File: config.mk
export PLATFORM = sky130hd
export DESIGN_NAME = seg7_scan_controller_flat
export DESIGN_NICKNAME = d
export VERILOG_FILES = /design/src/rtl/seg7_scan_controller_if.sv /design/src/rtl/seg7_scan_controller.sv /design/src/flat_wrapper.sv
export SDC_FILE = /design/constraint.sdc
export NUM_CORES = 1
export LEC_CHECK = 0
export ABC_CLOCK_PERIOD_IN_PS = 2100
export CORE_AREA = 2 2 82 84
export CTS_CLUSTER_SIZE = 30
export DETAILED_ROUTE_END_ITERATION = 8
export DIE_AREA = 0 0 84 86
export HOLD_SLACK_MARGIN = 0.05
export PLACE_DENSITY = 0.81
export SYNTH_ARGS = -nofsm -noshare
export SYNTH_HDL_FRONTEND = slang
export SYNTH_SLANG_ARGS = --single-unit
File: constraint.sdc
create_clock -name clk -period 2.1 [get_ports clk]
set_input_delay 0.42 -clock clk [delete_from_list [all_inputs] [get_ports clk]]
set_output_delay 0.42 -clock clk [all_outputs]
set_load 0.05 [all_outputs]
File: src/rtl/seg7_scan_controller_if.sv
// Host-side bundle for seg7_scan_controller: scan control, shadow-write port and display outputs.
// master = host driving digits/brightness, slave = the scan controller.
interface seg7_scan_controller_if;
    logic       en;
    logic       wr_en;
    logic [1:0] wr_addr;
    logic [4:0] wr_data;
    logic [3:0] brightness;
    logic [6:0] seg;
    logic       dp;
    logic [3:0] digit_sel;
    logic       frame_done;

    modport master (
        output en, wr_en, wr_addr, wr_data, brightness,
        input  seg, dp, digit_sel, frame_done
    );

    modport slave (
        input  en, wr_en, wr_addr, wr_data, brightness,
        output seg, dp, digit_sel, frame_done
    );
endinterface

File: src/rtl/seg7_scan_controller.sv
// Four-digit multiplexed 7-segment scanner with double-buffered digits, blanking gaps and 16-step PWM.
// Optional leading-zero blanking is enabled by defining SEG7_LZB_EN.
module seg7_scan_controller #(
    parameter int DWELL_CYCLES = 256,
    parameter int BLANK_CYCLES = 16
) (
    input  logic                   clk,
    input  logic                   rst,
    seg7_scan_controller_if.slave  bus
);
    localparam int MAX_CYC = (DWELL_CYCLES > BLANK_CYCLES) ? DWELL_CYCLES : BLANK_CYCLES;
    localparam int CW      = $clog2(MAX_CYC) + 1;
    localparam logic [CW-1:0] DWELL_LAST = CW'(DWELL_CYCLES - 1);
    localparam logic [CW-1:0] BLANK_LAST = CW'(BLANK_CYCLES - 1);
    localparam logic [CW-1:0] CNT_ZERO   = {CW{1'b0}};
    localparam logic [CW-1:0] CNT_ONE    = {{(CW-1){1'b0}}, 1'b1};

    typedef enum logic [0:0] {
        ST_BLANK = 1'b0,
        ST_ON    = 1'b1
    } state_t;

    state_t          state_r, state_s;
    logic [CW-1:0]   cnt_r, cnt_s;
    logic [1:0]      d_r, d_s;
    logic            commit_s;
    logic [4:0]      shadow_r [4];
    logic [4:0]      active_r [4];
    logic [4:0]      digit_s;
    logic [3:0]      lead_zero_s;
    logic            lit_s;
    logic [6:0]      seg_s, seg_r;
    logic            dp_s, dp_r;
    logic [3:0]      sel_s, sel_r;
    logic            done_r;

    function automatic logic [6:0] hex_decode(input logic [3:0] hex);
        logic [6:0] segs;
        case (hex)
            4'h0:    segs = 7'h3F;
            4'h1:    segs = 7'h06;
            4'h2:    segs = 7'h5B;
            4'h3:    segs = 7'h4F;
            4'h4:    segs = 7'h66;
            4'h5:    segs = 7'h6D;
            4'h6:    segs = 7'h7D;
            4'h7:    segs = 7'h07;
            4'h8:    segs = 7'h7F;
            4'h9:    segs = 7'h6F;
            4'hA:    segs = 7'h77;
            4'hB:    segs = 7'h7C;
            4'hC:    segs = 7'h39;
            4'hD:    segs = 7'h5E;
            4'hE:    segs = 7'h79;
            4'hF:    segs = 7'h71;
            default: segs = 7'h00;
        endcase
        return segs;
    endfunction

    // Scan FSM next-state: BLANK gap then ON dwell per digit; commit at end of digit 3.
    always_comb begin
        state_s  = state_r;
        cnt_s    = cnt_r;
        d_s      = d_r;
        commit_s = 1'b0;
        if (bus.en) begin
            case (state_r)
                ST_BLANK: begin
                    if (cnt_r == BLANK_LAST) begin
                        state_s = ST_ON;
                        cnt_s   = CNT_ZERO;
                    end else begin
                        cnt_s = cnt_r + CNT_ONE;
                    end
                end
                ST_ON: begin
                    if (cnt_r == DWELL_LAST) begin
                        state_s  = ST_BLANK;
                        cnt_s    = CNT_ZERO;
                        d_s      = d_r + 2'd1;
                        commit_s = (d_r == 2'd3);
                    end else begin
                        cnt_s = cnt_r + CNT_ONE;
                    end
                end
                default: begin
                    state_s = ST_BLANK;
                    cnt_s   = CNT_ZERO;
                end
            endcase
        end else begin
            state_s = state_r;
            cnt_s   = cnt_r;
            d_s     = d_r;
        end
    end

    // Scan FSM state, dwell/blank counter and digit index.
    always_ff @(posedge clk) begin
        if (rst) begin
            state_r <= ST_BLANK;
            cnt_r   <= CNT_ZERO;
            d_r     <= 2'd0;
        end else begin
            state_r <= state_s;
            cnt_r   <= cnt_s;
            d_r     <= d_s;
        end
    end

    // Shadow bank takes host writes; active bank copies shadow only at frame commit.
    always_ff @(posedge clk) begin
        if (rst) begin
            for (int k = 0; k < 4; k++) begin
                shadow_r[k] <= 5'h00;
                active_r[k] <= 5'h00;
            end
        end else begin
            if (bus.wr_en) begin
                shadow_r[bus.wr_addr] <= bus.wr_data;
            end
            if (commit_s) begin
                for (int k = 0; k < 4; k++) begin
                    active_r[k] <= shadow_r[k];
                end
            end
        end
    end

`ifdef SEG7_LZB_EN
    // A digit is a leading zero when it and every more significant digit are zero; digit 0 never is.
    always_comb begin
        lead_zero_s    = 4'b0000;
        lead_zero_s[3] = (active_r[3][3:0] == 4'h0);
        lead_zero_s[2] = lead_zero_s[3] && (active_r[2][3:0] == 4'h0);
        lead_zero_s[1] = lead_zero_s[2] && (active_r[1][3:0] == 4'h0);
    end
`else
    assign lead_zero_s = 4'b0000;
`endif

    assign digit_s = active_r[d_r];
    assign lit_s   = (bus.brightness == 4'd15) || (cnt_r[3:0] < bus.brightness);

    // Output decode from the current scan position; digit_sel ignores PWM, segments honour it.
    always_comb begin
        seg_s = 7'h00;
        dp_s  = 1'b0;
        sel_s = 4'b0000;
        if (bus.en && (state_r == ST_ON)) begin
            sel_s = 4'b0001 << d_r;
            if (lit_s) begin
                seg_s = lead_zero_s[d_r] ? 7'h00 : hex_decode(digit_s[3:0]);
                dp_s  = digit_s[4];
            end else begin
                seg_s = 7'h00;
                dp_s  = 1'b0;
            end
        end else begin
            sel_s = 4'b0000;
        end
    end

    // Registered display outputs and frame-commit pulse.
    always_ff @(posedge clk) begin
        if (rst) begin
            seg_r  <= 7'h00;
            dp_r   <= 1'b0;
            sel_r  <= 4'b0000;
            done_r <= 1'b0;
        end else begin
            seg_r  <= seg_s;
            dp_r   <= dp_s;
            sel_r  <= sel_s;
            done_r <= commit_s;
        end
    end

    assign bus.seg        = seg_r;
    assign bus.dp         = dp_r;
    assign bus.digit_sel  = sel_r;
    assign bus.frame_done = done_r;

endmodule

File: src/flat_wrapper.sv
// flat-port wrapper written by rule: the top's interface ports become plain ports
module seg7_scan_controller_flat 
#(
    parameter int DWELL_CYCLES = 256,
    parameter int BLANK_CYCLES = 16
)
  (clk, rst, bus_en, bus_wr_en, bus_wr_addr, bus_wr_data, bus_brightness, bus_seg, bus_dp, bus_digit_sel, bus_frame_done);
  seg7_scan_controller_if bus_i ();
  input  logic clk;
  input  logic rst;
  input wire logic [$bits(bus_i.en)-1:0] bus_en;
  input wire logic [$bits(bus_i.wr_en)-1:0] bus_wr_en;
  input wire logic [$bits(bus_i.wr_addr)-1:0] bus_wr_addr;
  input wire logic [$bits(bus_i.wr_data)-1:0] bus_wr_data;
  input wire logic [$bits(bus_i.brightness)-1:0] bus_brightness;
  output wire logic [$bits(bus_i.seg)-1:0] bus_seg;
  output wire logic [$bits(bus_i.dp)-1:0] bus_dp;
  output wire logic [$bits(bus_i.digit_sel)-1:0] bus_digit_sel;
  output wire logic [$bits(bus_i.frame_done)-1:0] bus_frame_done;
  assign bus_i.en = bus_en;
  assign bus_i.wr_en = bus_wr_en;
  assign bus_i.wr_addr = bus_wr_addr;
  assign bus_i.wr_data = bus_wr_data;
  assign bus_i.brightness = bus_brightness;
  assign bus_seg = bus_i.seg;
  assign bus_dp = bus_i.dp;
  assign bus_digit_sel = bus_i.digit_sel;
  assign bus_frame_done = bus_i.frame_done;
  seg7_scan_controller #(.DWELL_CYCLES(DWELL_CYCLES), .BLANK_CYCLES(BLANK_CYCLES)) u_core (.clk(clk), .rst(rst), .bus(bus_i));
endmodule
==> flow_metrics.tcl <==
set metrics [dict create \
    synth_fp_nets 289 \
    p_per_area_nw_per_um2 728.2 \
    final_common_cell "and2_1" \
    rsz0062_at_grt "false" \
    wl_per_cell_um 13.07 \
    placed_cells 367 \
    post_cts.repair.setup_buffers 0 \
    num_antenna_cells 0 \
    cts-buffers-inserted 9 \
    critPathKind "flip-flop to flip-flop" \
    leakage_nw 1.451 \
    maxCapViolations 0 \
    clock_path_buffers 2 \
    start_kind "flip-flop" \
    grtUsageTotal_pct 15.54 \
    hpwl_um 3708 \
    combPwrFrac_pct 6.3 \
    r2r_setup_slack_ns 0.19 \
    vias 1965 \
    drc 0 \
    whs_endpoint "u_core.bus.digit_sel[2]" \
    initial_core_util_pct 49.73 \
    die_height_um 86 \
    path_cells "mux4_2 > ha_1 > o311ai_0 > a21oi_1 > nor2_1" \
    fin_nets 331 \
    max_freq_ghz 0.5223 \
    p_seq_share_pct 53.5 \
    dr.pass1.iters 5 \
    syn2layout_area_growth_pct 20.28 \
    grt_pass1_vias 1937 \
    die_area_um2 7224 \
    synth_cell_types 44 \
    crit_path_max_fanout 6 \
    async_flop_share_pct 0 \
    setup_viol 0 \
    layout_min_cycle_time_ns 1.915 \
    ir_drop_mv 0.4017 \
    final_cell_mix "45 x and2_1, 40 x edfxtp_1, 27 x dfxtp_1, 27 x clkdlybuf4s50_1" \
    layoutNonFillerInstCount 383 \
    max_stage_delay_ns 0.59 \
    ios 28 \
    pre_cts_ws_ns -0.06643 \
    synth_warnings 0 \
    finalCritPeriodShare_pct 91.18 \
    required_ns 2.38 \
    clkTransAtPathRegs_ns 0.08 \
    drt_iter0_drc 89 \
    avgSynthCellArea_um2 12.05 \
    gr-total-overflow 0 \
    p_clk_share_pct 40.2 \
    reg2regPathDepth 5 \
    synthFlopType "edfxtp_1" \
    slew_headroom_pct 67.09 \
    clock_skew_ns 0.01073 \
    drive_gt1_share_pct 15.03 \
    clk_latency_ns 0.34 \
    holdCritPathClass "flip-flop to flip-flop" \
    core-area_um2 6277 \
    outcome "completed" \
    antenna_found_initial 0 \
    port_buffers 27 \
    postRouteAntennaNets 0 \
    worst_slack_ns 0.1853 \
    worstReg2RegEnd "u_core.bus.seg[0]" \
    min_from "u_core.d_r[0]" \
    hold_buffers 0 \
    viasPerCell 5.131 \
    synth_seq_cells 67 \
    cts_sinks 67 \
    synth_area_um2 3122 \
    p_sw_share_pct 22.54 \
    routabilityCongestion 0.8089 \
    die_w_um 84 \
    end_kind "flip-flop" \
    tightest_slew_ns 0.4921 \
    synthCells 259 \
    rows 29 \
    cts_root_buffer "clkbuf_8" \
    grt_max_degree 22 \
    crit_slowest_cell "mux4_2" \
    grt_pass1_wl_um 8818 \
    whs_path_depth 1 \
    hold_viol 0 \
    htree_levels 3 \
    synth_edf_count 40 \
    finalWirelength_um 5004 \
    cts_resized 0 \
    cts_tree "yes" \
    critPathArrivalTime_ns 2.20 \
    ys_seq_area_share_pct 55.79 \
    p_sw_mw 0.6164 \
    slew_violations 0 \
    p_int_mw 2.118 \
    final_util_pct 59.82 \
]
## worst max-delay path by stage
stage                     slack, ns  cells past startpoint                     to               from
final                          0.19                      5      u_core.bus.seg[0]          flip-flop
after global routing           0.04                      7      u_core.bus.seg[0]          flip-flop
after CTS                      0.17                      5      u_core.bus.seg[0]          flip-flop
after detailed placement      -0.07                      7      u_core.bus.seg[1]  bus_brightness[1]
after global placement        -0.01                      7      u_core.bus.seg[1]  bus_brightness[1]
after floorplan                0.05                      5  u_core.active_r[0][0]    u_core.cnt_r[0]
## sequential cells by signal, summed over array words and instances, names as in the netlist, named ones only
name,flops
u_core.active_r,20
u_core.bus.digit_sel,4
u_core.bus.dp,1
u_core.bus.frame_done,1
u_core.bus.seg,7
u_core.cnt_r,9
u_core.d_r,2
u_core.shadow_r,20
u_core.state_r,1
## metal layers
| layer | global-route usage, % | up-vias | share of wire [%] |
|---|---|---|---|
| li1 | - | 1004 | - |
| met1 | 18.26 | 900 | 44 |
| met2 | 27.71 | 52 | 50 |
| met3 | 3.754 | 9 | 3.6 |
| met4 | 5.865 | 0 | 1.8 |
| met5 | 0 | - | 0 |
## metrics by stage
step           area, µm²  total power [mW]  TNS [ns]  hold WS, ns
3_3_place_gp        3546             1.657  -0.02199       0.4768
2_1_floorplan       3122             1.591         0       0.4540
4_1_cts             3755             2.753         0       0.5003
5_1_grt             3755             2.843         0       0.5163
3_5_place_dp        3546             1.666   -0.2128       0.4890
6_report            3755             2.734         0       0.5051
## power by group through the flow
stage,registers (mW),logic (mW),clock network [mW]
after floorplan,1.49,0.105,0
after global placement,1.49,0.166,0
after detailed placement,1.49,0.171,0
after CTS,1.46,0.172,1.12
after global routing,1.47,0.192,1.18
final,1.46,0.172,1.10
## synthesized netlist by cell type (4+ instances only)
cell type	number	share of area, %
mux2i_1	6	1.9
nor3_1	6	0.96
dfxtp_1	27	17
a21oi_1	5	0.80
edfxtp_1	40	38
a211oi_1	4	0.96
xnor2_1	5	1.4
nand3_1	5	0.80
nand2_1	13	1.6
nand4_1	4	0.80
and3_1	4	0.80
nor2_1	15	1.8
xor2_1	6	1.7
and2_1	45	9.0
mux4_2	4	2.9
inv_1	9	1.1
or2_2	4	0.80
ha_1	15	6.0
## cells by family after synthesis
family	Yosys count	share of synthesized area (%)
DFF	67	55.79
muxes	14	6.333
xor gates and xnor gates	11	3.086
adders and majority gates	15	6.012
buffers and inverters	18	2.765
and+or+nand+nor	107	19.76
AOI/OAI and AO/OA	27	6.253
## critical path, delay by kind of cell, from the launching register on
family | cells | cell delay, ns
muxes | 1 | 0.59
AOI/OAI and AO/OA | 2 | 0.50
DFF | 1 | 0.40
adders and majority gates | 1 | 0.29
and+or+nand+nor | 1 | 0.09
## area by class of cell
type | instances | area, µm²
fillers | 519 | 2522
flip-flops and latches | 67 | 1742
multi-input cells | 174 | 1294
repair buffers | 40 | 380.4
clock buffers | 10 | 137.6
well taps | 77 | 96.34
clock inverters | 6 | 71.32
inverters | 9 | 33.78
Note: power is estimated with default switching activity, not from simulation.
